==> config.mk <==
export PLATFORM = sky130hd
export DESIGN_NAME = tq_perm_ctrl
export DESIGN_NICKNAME = d
export VERILOG_FILES = /design/src/rtl/tq_perm_ctrl.sv
export SDC_FILE = /design/constraint.sdc
export NUM_CORES = 1
export LEC_CHECK = 0
export ABC_AREA = 1
export CAP_MARGIN = 10
export CORE_AREA = 2 2 73 75
export CTS_CLUSTER_SIZE = 25
export DETAILED_ROUTE_END_ITERATION = 10
export DIE_AREA = 0 0 75 77
export SYNTH_ARGS = -nofsm -noshare
export SYNTH_HDL_FRONTEND = slang
export SYNTH_SLANG_ARGS = --single-unit
==> constraint.sdc <==
create_clock -name clk -period 2.3 [get_ports clk]
set_clock_uncertainty 0.2 [all_clocks]
set_input_delay 0.46 -clock clk [delete_from_list [all_inputs] [get_ports clk]]
set_output_delay 0.46 -clock clk [all_outputs]
set_load 0.02 [all_outputs]
==> src/rtl/tq_perm_ctrl.sv <==
// Transform-unit sequencer for the tq input permutation stage: latches TU config,
// counts rows in, tracks them through LAT enabled register stages and reports the last row out.
module tq_perm_ctrl #(
  parameter int LAT   = 2,
  parameter int ROW_W = 5
) (
  input  logic             clk,
  input  logic             rst,
  input  logic             start_i,
  input  logic [1:0]       transize_i,
  input  logic             inverse_i,
  output logic             busy_o,
  input  logic             row_valid_i,
  output logic             row_ready_o,
  output logic [1:0]       perm_size_o,
  output logic             perm_inv_o,
  output logic             adv_o,
  output logic             out_valid_o,
  input  logic             out_ready_i,
  output logic [ROW_W-1:0] out_row_o,
  output logic             out_last_o,
  output logic             done_o,
  output logic             err_o
);

  // One extra count bit so the input counter can sit at N=32 without wrapping.
  localparam int CW = ROW_W + 1;

  typedef enum logic [1:0] {
    S_IDLE,
    S_RUN,
    S_DRAIN
  } state_t;

  state_t           state;
  logic [CW-1:0]    in_cnt;
  logic [CW-1:0]    n_rows;
  logic             accept;
  logic             in_last;
  logic [LAT-1:0]   vld;
  logic [LAT-1:0]   last_pipe;
  logic [ROW_W-1:0] row_pipe [LAT];

  assign n_rows      = CW'(4) << perm_size_o;
  assign in_last     = (in_cnt == n_rows - CW'(1));
  assign busy_o      = (state != S_IDLE);
  assign adv_o       = !vld[LAT-1] || out_ready_i;
  assign row_ready_o = (state == S_RUN) && adv_o;
  assign accept      = row_valid_i && row_ready_o;
  assign out_valid_o = vld[LAT-1];
  assign out_row_o   = vld[LAT-1] ? row_pipe[LAT-1] : '0;
  assign out_last_o  = vld[LAT-1] && last_pipe[LAT-1];
  assign done_o      = (state == S_DRAIN) && out_last_o && out_ready_i;

  // The whole pipe moves together on adv_o, so the datapath stages never get out of step with the tags.
  always_ff @(posedge clk) begin
    if (rst) begin
      vld       <= '0;
      last_pipe <= '0;
      for (int k = 0; k < LAT; k++) begin
        row_pipe[k] <= '0;
      end
    end else if (adv_o) begin
      vld[0]       <= accept;
      last_pipe[0] <= accept && in_last;
      row_pipe[0]  <= accept ? in_cnt[ROW_W-1:0] : '0;
      for (int k = 1; k < LAT; k++) begin
        vld[k]       <= vld[k-1];
        last_pipe[k] <= last_pipe[k-1];
        row_pipe[k]  <= row_pipe[k-1];
      end
    end
  end

  always_ff @(posedge clk) begin
    if (rst) begin
      state       <= S_IDLE;
      in_cnt      <= '0;
      perm_size_o <= '0;
      perm_inv_o  <= 1'b0;
      err_o       <= 1'b0;
    end else begin
      if (start_i && state != S_IDLE) begin
        err_o <= 1'b1;
      end
      case (state)
        S_IDLE: begin
          if (start_i) begin
            state       <= S_RUN;
            perm_size_o <= transize_i;
            perm_inv_o  <= inverse_i;
            in_cnt      <= '0;
          end
        end
        S_RUN: begin
          if (accept) begin
            in_cnt <= in_cnt + CW'(1);
            if (in_last) begin
              state <= S_DRAIN;
            end
          end
        end
        S_DRAIN: begin
          if (done_o) begin
            state <= S_IDLE;
          end
        end
        default: state <= S_IDLE;
      endcase
    end
  end

endmodule

## Word level (Yosys, flattened, before mapping)

Memories as Yosys holds them, arrays and structs flattened.
Cells that the tools add are included.

- Input port bits: 8
- Flip-flop bits (word level): 16
- Logic and storage cells: 52
- Output and inout port bits: 15
- Latch bits: 0
- Memories: 1
- Memory bits (read-only): 0
- Memory bits (writable): 10

- Multiplexer cells: 17
- Bitwise operators: 2
- Eq/ne operators: 7
- Reductions and logical operators: 15
- Div/mod/pow operators: 0
- Multiply operators: 0
- Magnitude comparators: 0
- Shift-type cells: 1
- Add/sub/neg operators: 2

Memories:

| name | depth | width | read ports | clocked after memory_dff | write ports | line | source |
|---|---|---|---|---|---|---|---|
| row_pipe | 2 | 5 | 2 | 0 | 2 | 42 | `logic [ROW_W-1:0] row_pipe [LAT];` |

Operators with widths:

| operator | number |
|---|---|
| 5-bit two-way mux | 4 |
| 6-bit two-way mux | 2 |
| 6-bit one-hot mux with 2 select lines | 1 |
| 2-bit two-way mux | 4 |
| 2-bit inequality test, second input constant | 4 |
| 1-bit logical AND | 7 |
| 6-bit by 1-bit adder with 6-bit output, second input constant | 1 |
| 6-bit == test | 1 |
| 2-bit one-hot mux with 3 select lines | 1 |
| 3-bit by 2-bit left shift with 6-bit output, first input constant | 1 |
| 6-bit by 1-bit subtractor with 6-bit output, second input constant | 1 |
| 1-bit two-way mux | 5 |
| 4-bit AND reduction | 1 |
| 2-bit nonzero test | 2 |
| 3-bit AND reduction | 1 |
| 2-bit by 1-bit == test with 1-bit output, second input constant | 1 |
| 2-bit == test, second input constant | 1 |
| 2-bit logical NOT | 1 |
| 1-bit OR | 2 |
| 2-bit AND reduction | 1 |
| 1-bit logical NOT | 1 |
| 1-bit logical OR | 1 |

## Longest topological paths before layout

Gate-level depths: netlist (run 1).

- Depth in word-level cells: 6
- Depth in mapped cells: 8
- Depth with buffers taken out: 8

## Least setup slack after synthesis (run 1)

OpenSTA, ideal clock, no wires.

- Path type: flip-flop to output port
- From: register vld[1]
- To: output done_o
- Required time: 1.640 ns
- Arrival time: 1.439 ns
- Path slack: 0.201 ns
- Stages on the path, launching flop included: 5
- Buffers on the path: 0
- Path through: dfxtp_1 nand2_1 inv_1 nand2_1 nor3b_1

- Word-level cells in the longest chain between the ends: 3

Ends and longest elaborated chain:

| item | line | source |
|---|---|---|
| start: declaration | 40 | `logic [LAT-1:0] vld;` |
| start signal: indexed assignment | 68 | `vld[k] <= vld[k-1];` |
| 1-bit logical AND | 52 | `assign out_last_o = vld[LAT-1] && last_pipe[LAT-1];` |
| via out_last_o | 21 | `output logic out_last_o,` |
| 1-bit logical AND (2 in series) | 53 | `assign done_o = (state == S_DRAIN) && out_last_o && out_ready_i;` |
| end: declaration | 22 | `output logic done_o,` |

The timed path passes the listed nets, and every way through them passes these cells.

## Worst setup path in the final report (run 1)

- From: input out_ready_i
- To: output row_ready_o

- Word-level cells in the longest chain between the ends: 2

Ends and longest elaborated chain:

| item | line | source |
|---|---|---|
| start: declaration | 19 | `input logic out_ready_i,` |
| 1-bit logical OR | 47 | `assign adv_o = !vld[LAT-1] \|\| out_ready_i;` |
| 1-bit logical AND | 48 | `assign row_ready_o = (state == S_RUN) && adv_o;` |
| end: declaration | 14 | `output logic row_ready_o,` |

Every way passes these cells.

==> metrics.log, run 1 <==
[metrics] run status: finished, final reports clean
[metrics] worst hold slack: 0.259 ns
[metrics] pin count of the biggest net entering global routing: 16
[metrics] area of the die: 5780 sq um
[metrics] FF+latch count, synth: 26
[metrics] number of antenna-violating nets in the routed design: 0
[metrics] clock root buffer: clkbuf_8
[metrics] routability-driven placement congestion ratio: 0.754
[metrics] total clock buffers created by CTS: 3
[metrics] Hold-fix buffers, CTS: 0
[metrics] Top-Level Pins: 23
[metrics] Diodes inserted: 0
[metrics] count of mapped cells out of synthesis: 147
[metrics] synthesis-to-finish area growth: 34.9%
[metrics] vias in the first global route: 871
[metrics] critical path required time: 1.64 ns
[metrics] switching share of power: 0.219
[metrics] Hold Fails Final Rpt: 0
[metrics] cell type with the largest total area after synthesis: dfxtp_1
[metrics] uppermost metal layer occupied by signal nets: met4
[metrics] detailed-placement wirelength estimate: 1640 um
[metrics] portion of synthesized cell area occupied by the leading cell type: 0.268
[metrics] Finish-stage setup viols: 0
[metrics] critical-path maximum fanout: 3
[metrics] number of warning messages in the yosys log: 0
[metrics] Reg power frac: 0.505
[metrics] detail-routed net length per standard cell: 8.52 um
[metrics] Worst-Margin Slew: 0.316 ns
[metrics] count of input and output buffers: 22
[metrics] crit share post-route: 0.956
[metrics] WP data arrival: 1.54 ns
[metrics] met2 wirelength from detailed routing: 934 um
[metrics] CTS Sinks: 26
[metrics] Leakage: 0.668 nW
[metrics] Total Wirelength: 2110 um
[metrics] top cells by area, synth: dfxtp_1 27%, edfxtp_1 25%, inv_1 9.4%, nand2_1 8.2%, nor2_1 6.3%
[metrics] delay of the slowest cell on the worst path: 0.48 ns
[metrics] number of DRC violations after detailed routing: 0
[metrics] VDD IR max: 0.412 mV
[metrics] cell-internal power: 0.763 mW
[metrics] initial cell density of the core: 0.240
[metrics] type of the worst setup path: input pin to output pin
[metrics] Worst Setup End Kind: output pin
[metrics] area of the core: 4980 sq um
[metrics] CTS clk-pin slew, worst paths: 0.09 ns
[metrics] Comb power frac: 0.106
[metrics] CP most frequent cell: inv_1
[metrics] Hold Path Class: register to register
[metrics] width of the chip: 75 um
[metrics] most common cell after layout, fill and taps aside: inv_1
[metrics] Slowest-stage cell, CP: clkdlybuf4s50_1
[metrics] Critical Path Start Type: input pin
[metrics] initial antenna violation count: 0
[metrics] clk_lat worst skew: 0.27 ns
[metrics] metal3 WL: 90 um
[metrics] First-pass DRT Iterations: 2
[metrics] Post-Route Setup TNS: 0 ns
[metrics] Total Routing Usage GR: 0.0819
[metrics] power per unit of standard cell area: 605 nW/um^2
[metrics] H-tree levels: 1
[metrics] share of cells above drive strength 1: 0.124
[metrics] clock tree from TritonCTS: done
[metrics] net count after synthesis: 156
[metrics] met1 wire length: 1060 um
[metrics] Congestion Overflow GR: 0
[metrics] DRT iter0 DRCs: 47
[metrics] Slew HR: 0.788
[metrics] crit path time final: 2.20 ns
[metrics] net load switching power: 0.214 mW
[metrics] cell-by-cell trace of the critical path: clkdlybuf4s50_1 > inv_1 > nand2_4 > inv_1 > nor2_1 > clkdlybuf4s15_1
[metrics] max-capacitance violation count: 0
[metrics] share of the yosys chip area belonging to registers: 0.519
[metrics] count of nets after finishing: 188
[metrics] floorplan die height: 77 um
[metrics] Syn Std Cell Area: 1200 sq um
[metrics] Core Rows: 26
[metrics] first-pass GRT wire length: 3680 um
[metrics] fmax: 0.455 GHz
[metrics] synth unique cells: 21
[metrics] unrepaired setup endpoints after global routing: false
[metrics] vias after detailed routing: 954
[metrics] highest-count cells in the layout ignoring fill and taps: 30 x inv_1, 26 x nand2_1, 20 x nor2_1
[metrics] buffer depth of the longest clock path: 2
[metrics] Final Max Slew Viols: 0
[metrics] clock group share of total power: 0.389
[metrics] ratio of routed vias to standard cells: 3.85
[metrics] Mapped Avg Cell Area: 8.14 sq um
[metrics] fillers: 542
-- cell type report --
type / instances / area, sq um / area share
sequential: 26 / 621 / 0.384
inverter: 32 / 120 / 0.0744
tap: 70 / 87.6 / 0.0543
clock buffer: 3 / 41.3 / 0.0256
multi-input combinational: 88 / 450 / 0.279
clock inverter: 1 / 30.0 / 0.0186
timing repair buffer: 28 / 264 / 0.164
-- logic make-up (layout without fill, tap and decap cells) --
| kind of cell | after synthesis | count (layout) | share of synthesized area |
|---|---|---|---|
| xor gates and xnor gates | 1 | 1 | 0.00732 |
| adders and majority gates | 1 | 1 | 0.0105 |
| and+or+nand+nor | 67 | 67 | 0.278 |
| DFF | 26 | 26 | 0.519 |
| AOI/OAI and AO/OA | 19 | 19 | 0.0805 |
| buffers and inverters | 33 | 64 | 0.105 |
-- worst max-delay path: cells and delay by family --
| family | cells | cell delay (ns) |
|---|---|---|
| buffers and inverters | 4 | 0.91 |
| and+or+nand+nor | 2 | 0.17 |
-- registers in the layout, summed over array words and instances (netlist names) --
name         cells
perm_size_o      2
err_o            1
vld              2
last_pipe        2
state            2
perm_inv_o       1
in_cnt           6
row_pipe        10
-- Yosys cell counts (all sizes together) --
master	instances
xor2	1
nand3	10
nor2	23
a21oi	13
buf	1
nand2	30
nand4	1
ha	1
o21ai	5
nor3b	1
nor3	2
dfxtp	16
o22ai	1
inv	32
edfxtp	10
-- power by group through the flow --
stage,registers (mW),logic [mW],clock network (mW)
after global routing,0.495,0.115,0.408
after global placement,0.503,0.105,0
after CTS,0.493,0.105,0.389
final,0.493,0.104,0.380
after floorplan,0.511,0.0526,0
after detailed placement,0.504,0.106,0
-- per-layer routing --
layer	GRT usage	vias up
met2	0.125	20
met5	0	-
li1	-	521
met4	0.0268	0
met3	0.0276	4
met1	0.107	409
-- repair_timing --
item / in CTS / in global routing
endpoints found under the setup margin: 3 / 2
buffers inserted: 0 / 0
resized for setup: 3 / 2
-- through the flow --
stage	total power, mW	util	instance area [sq um]	instances	worst slack, ns
floorplan	0.564	-	1200	147	0.201
global placement	0.609	0.310	1540	244	-0.225
detailed placement	0.609	0.310	1540	244	-0.217
CTS	0.987	0.324	1610	248	0.0632
global route	1.02	0.324	1610	248	0.00390
finish	0.976	0.324	1610	248	0.102
-- final timing paths --
path / from / endpoint / slack [ns] / cells past startpoint
worst max-delay path: out_ready_i / row_ready_o / 0.10 / 6
worst min-delay path: vld[0] / vld[1] / 0.26 / 2
worst min register to register: vld[0] / vld[1] / 0.26 / 2
worst max register to register: vld[1] / row_pipe[0][3] / 0.78 / 7
No activity file was read; power rests on OpenSTA's default activity.
==> inputs of run 2 (changes only) <==
- CTS_BUF_LIST: unset -> sky130_fd_sc_hd__clkbuf_16
- SLEW_MARGIN: unset -> 10
==> metrics.log, run 2 (synthesis results as in run 1) <==
[metrics] count of buffers added by post-CTS timing repair for setup: 0 (unchanged)
[metrics] clock group share of total power: 0.453 (was 0.389)
[metrics] CP most frequent cell: inv_1 (unchanged)
[metrics] floorplan die height: 77 um (unchanged)
[metrics] routability-driven placement congestion ratio: 0.754 (unchanged)
[metrics] delay of the slowest cell on the worst path: 0.48 ns (about the same)
[metrics] Worst-Margin Slew: 0.318 ns (was 0.316 ns)
[metrics] Core Rows: 26 (unchanged)
[metrics] Regs by FF count: row_pipe: 10 flops, in_cnt: 6 flops (unchanged)
[metrics] Total Wirelength: 2100 um (was 2110 um)
[metrics] fillers: 540 (was 542)
[metrics] final instance area: 1650 sq um (was 1610 sq um)
[metrics] vias after detailed routing: 951 (was 954)
[metrics] H-tree levels: 1 (unchanged)
[metrics] width of the chip: 75 um (unchanged)
[metrics] first-pass GRT wire length: 3690 um (was 3680 um)
[metrics] VDD IR max: 0.535 mV (was 0.412 mV)
[metrics] Post-Route Setup TNS: 0 ns (unchanged)
[metrics] detailed-placement wirelength estimate: 1640 um (unchanged)
[metrics] cell-internal power: 0.876 mW (was 0.763 mW)
[metrics] vias in the first global route: 880 (was 871)
[metrics] total clock buffers created by CTS: 3 (unchanged)
[metrics] synthesis-to-finish area growth: 37.8% (was 34.9%)
[metrics] max reg flops: 10 (unchanged)
[metrics] unrepaired setup endpoints after global routing: false (unchanged)
[metrics] pin count of the biggest net entering global routing: 16 (unchanged)
[metrics] detail-routed net length per standard cell: 8.46 um (was 8.52 um)
[metrics] Reg power frac: 0.452 (was 0.505)
[metrics] clock tree from TritonCTS: done (unchanged)
[metrics] critical path required time: 1.64 ns (about the same)
[metrics] Total Routing Usage GR: 0.0808 (was 0.0819)
[metrics] buffer depth of the longest clock path: 2 (unchanged)
[metrics] number of buffer and inverter stages on the critical path: 4 (unchanged)
[metrics] Hold-fix buffers, CTS: 0 (unchanged)
[metrics] initial cell density of the core: 0.240 (unchanged)
[metrics] run status: finished, final reports clean (unchanged)
[metrics] Congestion Overflow GR: 0 (unchanged)
[metrics] Slowest-stage cell, CP: clkdlybuf4s50_1 (unchanged)
[metrics] crit share post-route: 0.956 (about the same)
[metrics] Diodes inserted: 0 (unchanged)
[metrics] ratio of routed vias to standard cells: 3.83 (was 3.85)
[metrics] number of antenna-violating nets in the routed design: 0 (unchanged)
[metrics] Leakage: 0.683 nW (was 0.668 nW)
[metrics] worst hold slack: 0.257 ns (was 0.259 ns)
[metrics] sequential cell area: 621 sq um (unchanged)
[metrics] Hold Path Class: register to register (unchanged)
[metrics] Largest Register: row_pipe (unchanged)
[metrics] type of the worst setup path: input pin to output pin (unchanged)
[metrics] First-pass DRT Iterations: 4 (was 2)
[metrics] Finish-stage setup viols: 0 (unchanged)
[metrics] cell-by-cell trace of the critical path: clkdlybuf4s50_1 > inv_1 > nand2_4 > inv_1 > nor2_1 > clkdlybuf4s15_1 (unchanged)
[metrics] WP data arrival: 1.54 ns (about the same)
[metrics] area of the die: 5780 sq um (unchanged)
[metrics] Comb power frac: 0.095 (was 0.106)
[metrics] switching share of power: 0.197 (was 0.219)
[metrics] max-capacitance violation count: 0 (unchanged)
[metrics] cell type group with the largest total delay on the critical path: buffers and inverters (unchanged)
[metrics] DRT iter0 DRCs: 50 (was 47)
[metrics] crit path time final: 2.20 ns (about the same)
[metrics] clk_lat worst skew: 0.26 ns (was 0.27 ns)
[metrics] number of DRC violations after detailed routing: 0 (unchanged)
[metrics] highest-count cells in the layout ignoring fill and taps: 30 x inv_1, 26 x nand2_1, 20 x nor2_1 (unchanged)
[metrics] Final Max Slew Viols: 0 (unchanged)
[metrics] area occupied by multi-input gates: 450 sq um (unchanged)
[metrics] CTS Sinks: 26 (unchanged)
[metrics] Top-Level Pins: 23 (unchanged)
[metrics] Critical Path Start Type: input pin (unchanged)
[metrics] most common cell after layout, fill and taps aside: inv_1 (unchanged)
[metrics] Worst Setup End Kind: output pin (unchanged)
[metrics] Hold Fails Final Rpt: 0 (unchanged)
[metrics] fmax: 0.455 GHz (about the same)
[metrics] clock root buffer: clkbuf_16 (was clkbuf_8)
[metrics] power per unit of standard cell area: 662 nW/um^2 (was 605 nW/um^2)
[metrics] initial antenna violation count: 0 (unchanged)
[metrics] net load switching power: 0.215 mW (was 0.214 mW)
[metrics] count of input and output buffers: 22 (unchanged)
[metrics] placed cell area: 1540 sq um (unchanged)
[metrics] critical-path maximum fanout: 3 (unchanged)
[metrics] area of the core: 4980 sq um (unchanged)
[metrics] CTS clk-pin slew, worst paths: 0.06 ns (was 0.09 ns)
[metrics] count of nets after finishing: 188 (unchanged)
[metrics] Slew HR: 0.787 (was 0.788)
[metrics] share of cells above drive strength 1: 0.124 (unchanged)
run 2: cell counts in the layout (fill, tap and decap cells not counted):
No cell type changed its count.
run 2: cell type report:
cell class              instances  area share
clock buffers                   3      0.0456
clock inverters                 1      0.0182
well taps                      70      0.0532
repair buffers                 28       0.160
inverters                      32      0.0729
multi-input cells              88       0.273
flip-flops and latches         26       0.377
run 2: path summary, 6_finish.rpt:
| check | from | end | slack, ns | depth (start not counted) |
|---|---|---|---|---|
| setup / recovery | out_ready_i | row_ready_o | 0.10 | 6 |
| hold reg to reg | vld[0] | vld[1] | 0.26 | 2 |
| hold / removal | vld[0] | vld[1] | 0.26 | 2 |
| setup reg to reg | vld[1] | row_pipe[0][3] | 0.79 | 7 |
run 2: worst reg2reg max path: stages (launching register included):
cell	delay (ns)
dfxtp_1	0.33
buf_4	0.16
nand2_4	0.06
buf_4	0.15
nand3_4	0.11
inv_1	0.06
nand2_1	0.14
nor2_1	0.06
run 2: metrics by stage:
step                 util  total power [mW]  setup slack (ns)  cells
floorplan               -             0.564             0.201    147
global placement    0.310             0.609            -0.225    244
detailed placement  0.310             0.609            -0.217    244
CTS                 0.331              1.11            0.0632    248
global route        0.331              1.14           0.00390    248
finish              0.331              1.09             0.102    248
run 2: timing repair:
action,in CTS,in global routing
pin swaps,0,0
gates resized for setup,3,2
endpoints found under the setup margin,3,2
run 2: per-layer routing:
layer	track usage	routed length (um)	vias to the layer above
met5	0	0	-
met4	0.0161	10	0
met3	0.0276	83	2
met2	0.127	951	19
met1	0.107	1050	410
li1	-	-	520
run 2: power groups by stage:
stage          sequential (mW)  combinational [mW]  clock (mW)
6_report                 0.493               0.104       0.494
5_1_grt                  0.495               0.115       0.527
4_1_cts                  0.493               0.105       0.510
3_5_place_dp             0.504               0.106           0
3_3_place_gp             0.503               0.105           0
2_1_floorplan            0.511              0.0526           0
==> variant 1, RTL diff (settings of run 1) <==
The parameter `LAT` goes from 2 to 4.
--- a/src/rtl/tq_perm_ctrl.sv
+++ b/src/rtl/tq_perm_ctrl.sv
@@ -2,5 +2,5 @@
 // counts rows in, tracks them through LAT enabled register stages and reports the last row out.
 module tq_perm_ctrl #(
-  parameter int LAT   = 2,
+  parameter int LAT   = 4,
   parameter int ROW_W = 5
 ) (
Formal check against the unedited RTL: not equivalent (Yosys sat finds a counterexample within 4 cycles, from zero or initial values and one cycle with rst high).
==> variant 1 against run 1 <==
Global-route usage is 3.4 points higher; sequential cell count is 14 higher; cell count is 20% higher; setup slack lost 0.013 ns; count of clock-buffer cells in the layout increased by 3; cell area rose by 34%; via count increased by 30%; total power increased by 36%; area after synthesis rose by 43%; hold slack improved by 0.0038 ns; wire length rose by 39%; critical path type unchanged; critical endpoint unchanged; largest cell class unchanged.
==> variant 1: results <==
{
  "cts.repair.resized": 3,
  "drt_pass1_iterations": 3,
  "antenna_found_initial": 0,
  "port_buffers": 22,
  "hp-class": "reg -> reg",
  "worstPathArrival_ns": 1.55,
  "drt_iter0_markers": 75,
  "htree_levels": 2,
  "hold_violations": 0,
  "diodes": 0,
  "clkSlewWorstSetupHoldPaths_ns": 0.07,
  "synth.area.top_cells": "edfxtp_1 (35%), dfxtp_1 (23%), inv_1 (9.2%)",
  "status": "finished, final reports clean",
  "clock_latency_ns": 0.29,
  "reg_top3": "row_pipe: 20 flops, in_cnt: 6 flops",
  "grt_pass1_wl_um": 5168,
  "drive_gt1_share_pct": 12.78,
  "relSlewSlack_pct": 78.16,
  "grt_max_degree": 27,
  "synth_fp_nets": 202,
  "yosysWarnings": 0,
  "post-dp-hpwl_um": 1999,
  "grt_pass1_vias": 1180,
  "ir_drop_mv": 0.4493,
  "synth_common_cells": "inv_1 (42), nor2_1 (33), nand2_1 (29), dfxtp_1 (20), edfxtp_1 (20)",
  "cts_setup_buffers": 0,
  "power_leakage_nw": 0.9516,
  "cp_max_fo": 2,
  "clockRootBuffer": "clkbuf_8",
  "cts_inserted_buffers": 5,
  "clockBufferDepth": 2,
  "nets": 235,
  "fillers": 498,
  "place.gp.congestion": 0.7229,
  "swShare_pct": 23.97,
  "yosysUniqueCellTypes": 24,
  "drt_wl_total_um": 2938,
  "via_per_inst": 4.172,
  "synth-edff-count": 20,
  "grt_use_total_pct": 11.60,
  "ys_seq_area_share_pct": 58.57
}
variant 1: cell count changes after synthesis, moves of 3 or more:
| cell | run 1 | this run |
|---|---|---|
| nor2_1 | 20 | 33 |
| inv_1 | 30 | 42 |
| edfxtp_1 | 10 | 20 |
| dfxtp_1 | 16 | 20 |
| nand3_1 | 9 | 5 |
| o22ai_1 | 1 | 5 |
| nand2_1 | 26 | 29 |
variant 1: metal layers:
| metal | vias up | part of all wire [%] | track usage [%] | wire length, µm |
|---|---|---|---|---|
| met3 | 8 | 4.8 | 4.468 | 141 |
| met1 | 550 | 46 | 14.43 | 1350 |
| li1 | 658 | - | - | - |
| met4 | 0 | 1.9 | 4.821 | 55 |
| met5 | - | 0 | 0 | 0 |
| met2 | 23 | 47 | 17.72 | 1391 |
variant 1: power by group through the flow:
stage	clock network, mW	logic [mW]	registers [mW]
floorplan	0	0.0614	0.785
global placement	0	0.112	0.779
detailed placement	0	0.113	0.779
CTS	0.475	0.113	0.762
global route	0.509	0.124	0.764
finish	0.457	0.111	0.762
variant 1: through the flow:
stage	setup WS (ns)	instances	cell area [µm²]	hold slack, ns	setup TNS [ns]
after detailed placement	-0.2036	289	2067	0.2541	-0.5393
after global placement	-0.1795	289	2067	0.2569	-0.4834
after global routing	0.03498	297	2160	0.2982	0
after CTS	0.03380	297	2148	0.2708	0
after floorplan	0.2008	193	1709	0.2365	0
final	0.08929	297	2160	0.2625	0
variant 1: area by class of cell:
class | instances | share of cell area (%)
sequential | 40 | 46.41
clock buffer | 6 | 3.360
clock inverter | 2 | 0.5794
timing repair buffer | 29 | 13.50
multi-input combinational | 103 | 23.93
inverter | 47 | 8.169
tap | 70 | 4.056
variant 1: worst paths after layout:
| path | depth (start not counted) | endpoint | slack [ns] | start |
|---|---|---|---|---|
| worst max-delay path | 6 | row_ready_o | 0.09 | out_ready_i |
| worst min-delay path | 2 | vld[3]$_SDFFE_PP0N_ | 0.26 | vld[2]$_SDFFE_PP0N_ |
| worst max register to register | 8 | state[0]$_SDFFE_PP0P_ | 0.83 | in_cnt[1]$_SDFFE_PP0P_ |
| worst min register to register | 2 | vld[3]$_SDFFE_PP0N_ | 0.26 | vld[2]$_SDFFE_PP0N_ |
variant 1: worst max-delay path: stages:
cell and delay [ns]:
clkdlybuf4s50_1 0.48, inv_1 0.07, nand2_4 0.06, clkinv_1 0.06, nor2_1 0.09, dlygate4sd2_1 0.33
variant 1: logic make-up after synthesis:
family / after synthesis / synth area share [%]
AOI/OAI and AO/OA: 23 / 7.321
DFF: 40 / 58.57
adders and majority gates: 1 / 0.7319
xor gates and xnor gates: 1 / 0.5125
and+or+nand+nor: 78 / 21.67
buffers and inverters: 50 / 11.20
==> variant 2, RTL diff (config.mk and constraints of run 1) <==
Without the edit above. Register the output `err_o` once more; this adds one clock of latency there. The other outputs are not delayed to match.
--- a/src/rtl/tq_perm_ctrl.sv
+++ b/src/rtl/tq_perm_ctrl.sv
@@ -32,4 +32,6 @@
     S_DRAIN
   } state_t;
+
+  logic err_s0;
 
   state_t           state;
@@ -79,8 +81,8 @@
       perm_size_o <= '0;
       perm_inv_o  <= 1'b0;
-      err_o       <= 1'b0;
+      err_s0      <= 1'b0;
     end else begin
       if (start_i && state != S_IDLE) begin
-        err_o <= 1'b1;
+        err_s0 <= 1'b1;
       end
       case (state)
@@ -111,4 +113,8 @@
   end
 
+  always_ff @(posedge clk) begin
+    err_o <= err_s0;
+  end
+
 endmodule
 
Formal check against the unedited RTL: not equivalent (Yosys sat finds a counterexample within 4 cycles, from zero or initial values and one cycle with rst high).
==> variant 2 against run 1 <==
Wire length increased by 1.9%; area after synthesis increased by 1.7%; critical path depth unchanged; largest power group unchanged; sequential cell count rose by 1; fmax decreased by 0.73%; non-clock buffer count unchanged; count of clock-buffer cells in the layout did not move; total power shrank 9.5%; setup slack worse by 0.016 ns; cell area decreased by 0.23%.
==> variant 2: results <==
{
  "synth.area.top_cells": "dfxtp_1 (28%), edfxtp_1 (25%), inv_1 (9.3%)",
  "hold_buffers": 0,
  "power_leakage_nw": 0.6640,
  "hold_depth": 0,
  "max_slew.worst_pin.slew_ns": 0.3094,
  "nets": 189,
  "vias": 935,
  "netlist.area_leader.share_pct": 27.98,
  "grt_max_degree": 17,
  "rrSetupSlack_ns": 0.66,
  "synth_common_cells": "inv_1 (30), nand2_1 (26), nor2_1 (20), dfxtp_1 (17), a21oi_1 (13)",
  "drt_pass1_iterations": 3,
  "cts_setup_buffers": 0,
  "reg_top3": "row_pipe: 10 flops, in_cnt: 6 flops",
  "min_to": "err_o$_DFF_P_",
  "yosysUniqueCellTypes": 21,
  "cp_max_fo": 2,
  "post-dp-hpwl_um": 1682,
  "clock_latency_ns": 0.27,
  "drive_gt1_share_pct": 12.29,
  "ys_seq_area_share_pct": 52.67,
  "grt_pass1_wl_um": 3553,
  "place.gp.congestion": 0.7597,
  "fillers": 539,
  "synth_fp_nets": 157,
  "drt_wl_total_um": 2154,
  "hold_start": "err_s0$_SDFFE_PP0P_",
  "hp-class": "reg -> reg",
  "status": "finished, final reports clean",
  "grt_pass1_vias": 814,
  "drt_iter0_markers": 59,
  "ir_drop_mv": 0.3173,
  "diodes": 0,
  "rr_worst_depth": 8,
  "dpl_cell_area_mm2": 0.001564,
  "grt_use_total_pct": 7.857
}
-- variant 2: final cells by class --
type	instances	area, µm²	area share (%)
clock inverters	1	7.507	0.4662
multi-input cells	88	450.4	27.97
inverters	32	120.1	7.459
well taps	70	87.58	5.439
flip-flops and latches	27	640.6	39.78
clock buffers	3	41.29	2.564
repair buffers	28	262.8	16.32
-- variant 2: power breakdown --
part / internal (mW) / switching, mW / leakage (nW)
Sequential: 0.504 / 0.00696 / 0.261
Combinational: 0.0436 / 0.0600 / 0.381
Clock: 0.123 / 0.146 / 0.0217
-- variant 2: kinds of logic (layout without fill, tap and decap cells) --
| group | after synthesis | in the layout | share of synthesized area [%] |
|---|---|---|---|
| AOI/OAI and AO/OA | 19 | 19 | 7.922 |
| xor gates and xnor gates | 1 | 1 | 0.7203 |
| adders and majority gates | 1 | 1 | 1.029 |
| buffers and inverters | 33 | 64 | 10.29 |
| DFF | 27 | 27 | 52.68 |
| and+or+nand+nor | 67 | 67 | 27.37 |
-- variant 2: worst max-delay path by stage --
stage                                   start          end  cells past startpoint
after floorplan           vld[1]$_SDFFE_PP0N_       done_o                      4
after global routing              out_ready_i       done_o                      4
final                             out_ready_i  row_ready_o                      6
after global placement            out_ready_i       done_o                      4
after detailed placement          out_ready_i       done_o                      4
after CTS                         out_ready_i       done_o                      4
-- variant 2: worst max-delay path, stage by stage --
cell and delay (ns):
clkdlybuf4s50_1 0.48, inv_1 0.07, nand2_4 0.05, inv_1 0.05, nor2_1 0.10, dlygate4sd2_1 0.33
-- variant 2: routing by layer --
metal / vias to the layer above / GRT usage [%] / share of wire (%)
met5: - / 0 / 0
met4: 0 / 1.607 / 0.46
met3: 2 / 3.022 / 5.2
met2: 21 / 11.84 / 45
met1: 387 / 10.62 / 49
li1: 525 / - / -
-- variant 2: stage by stage --
step	setup slack (ns)	TNS, ns	std cells	hold WS, ns	util, %
after floorplan	0.2008	0	148	0.1315	-
after global placement	-0.2251	-0.5395	245	0.1341	31.42
after detailed placement	-0.2278	-0.5413	245	0.1372	31.42
after CTS	0.05517	0	249	0.1553	32.33
after global routing	0.01201	0	249	0.1618	32.35
final	0.08584	0	249	0.1541	32.35
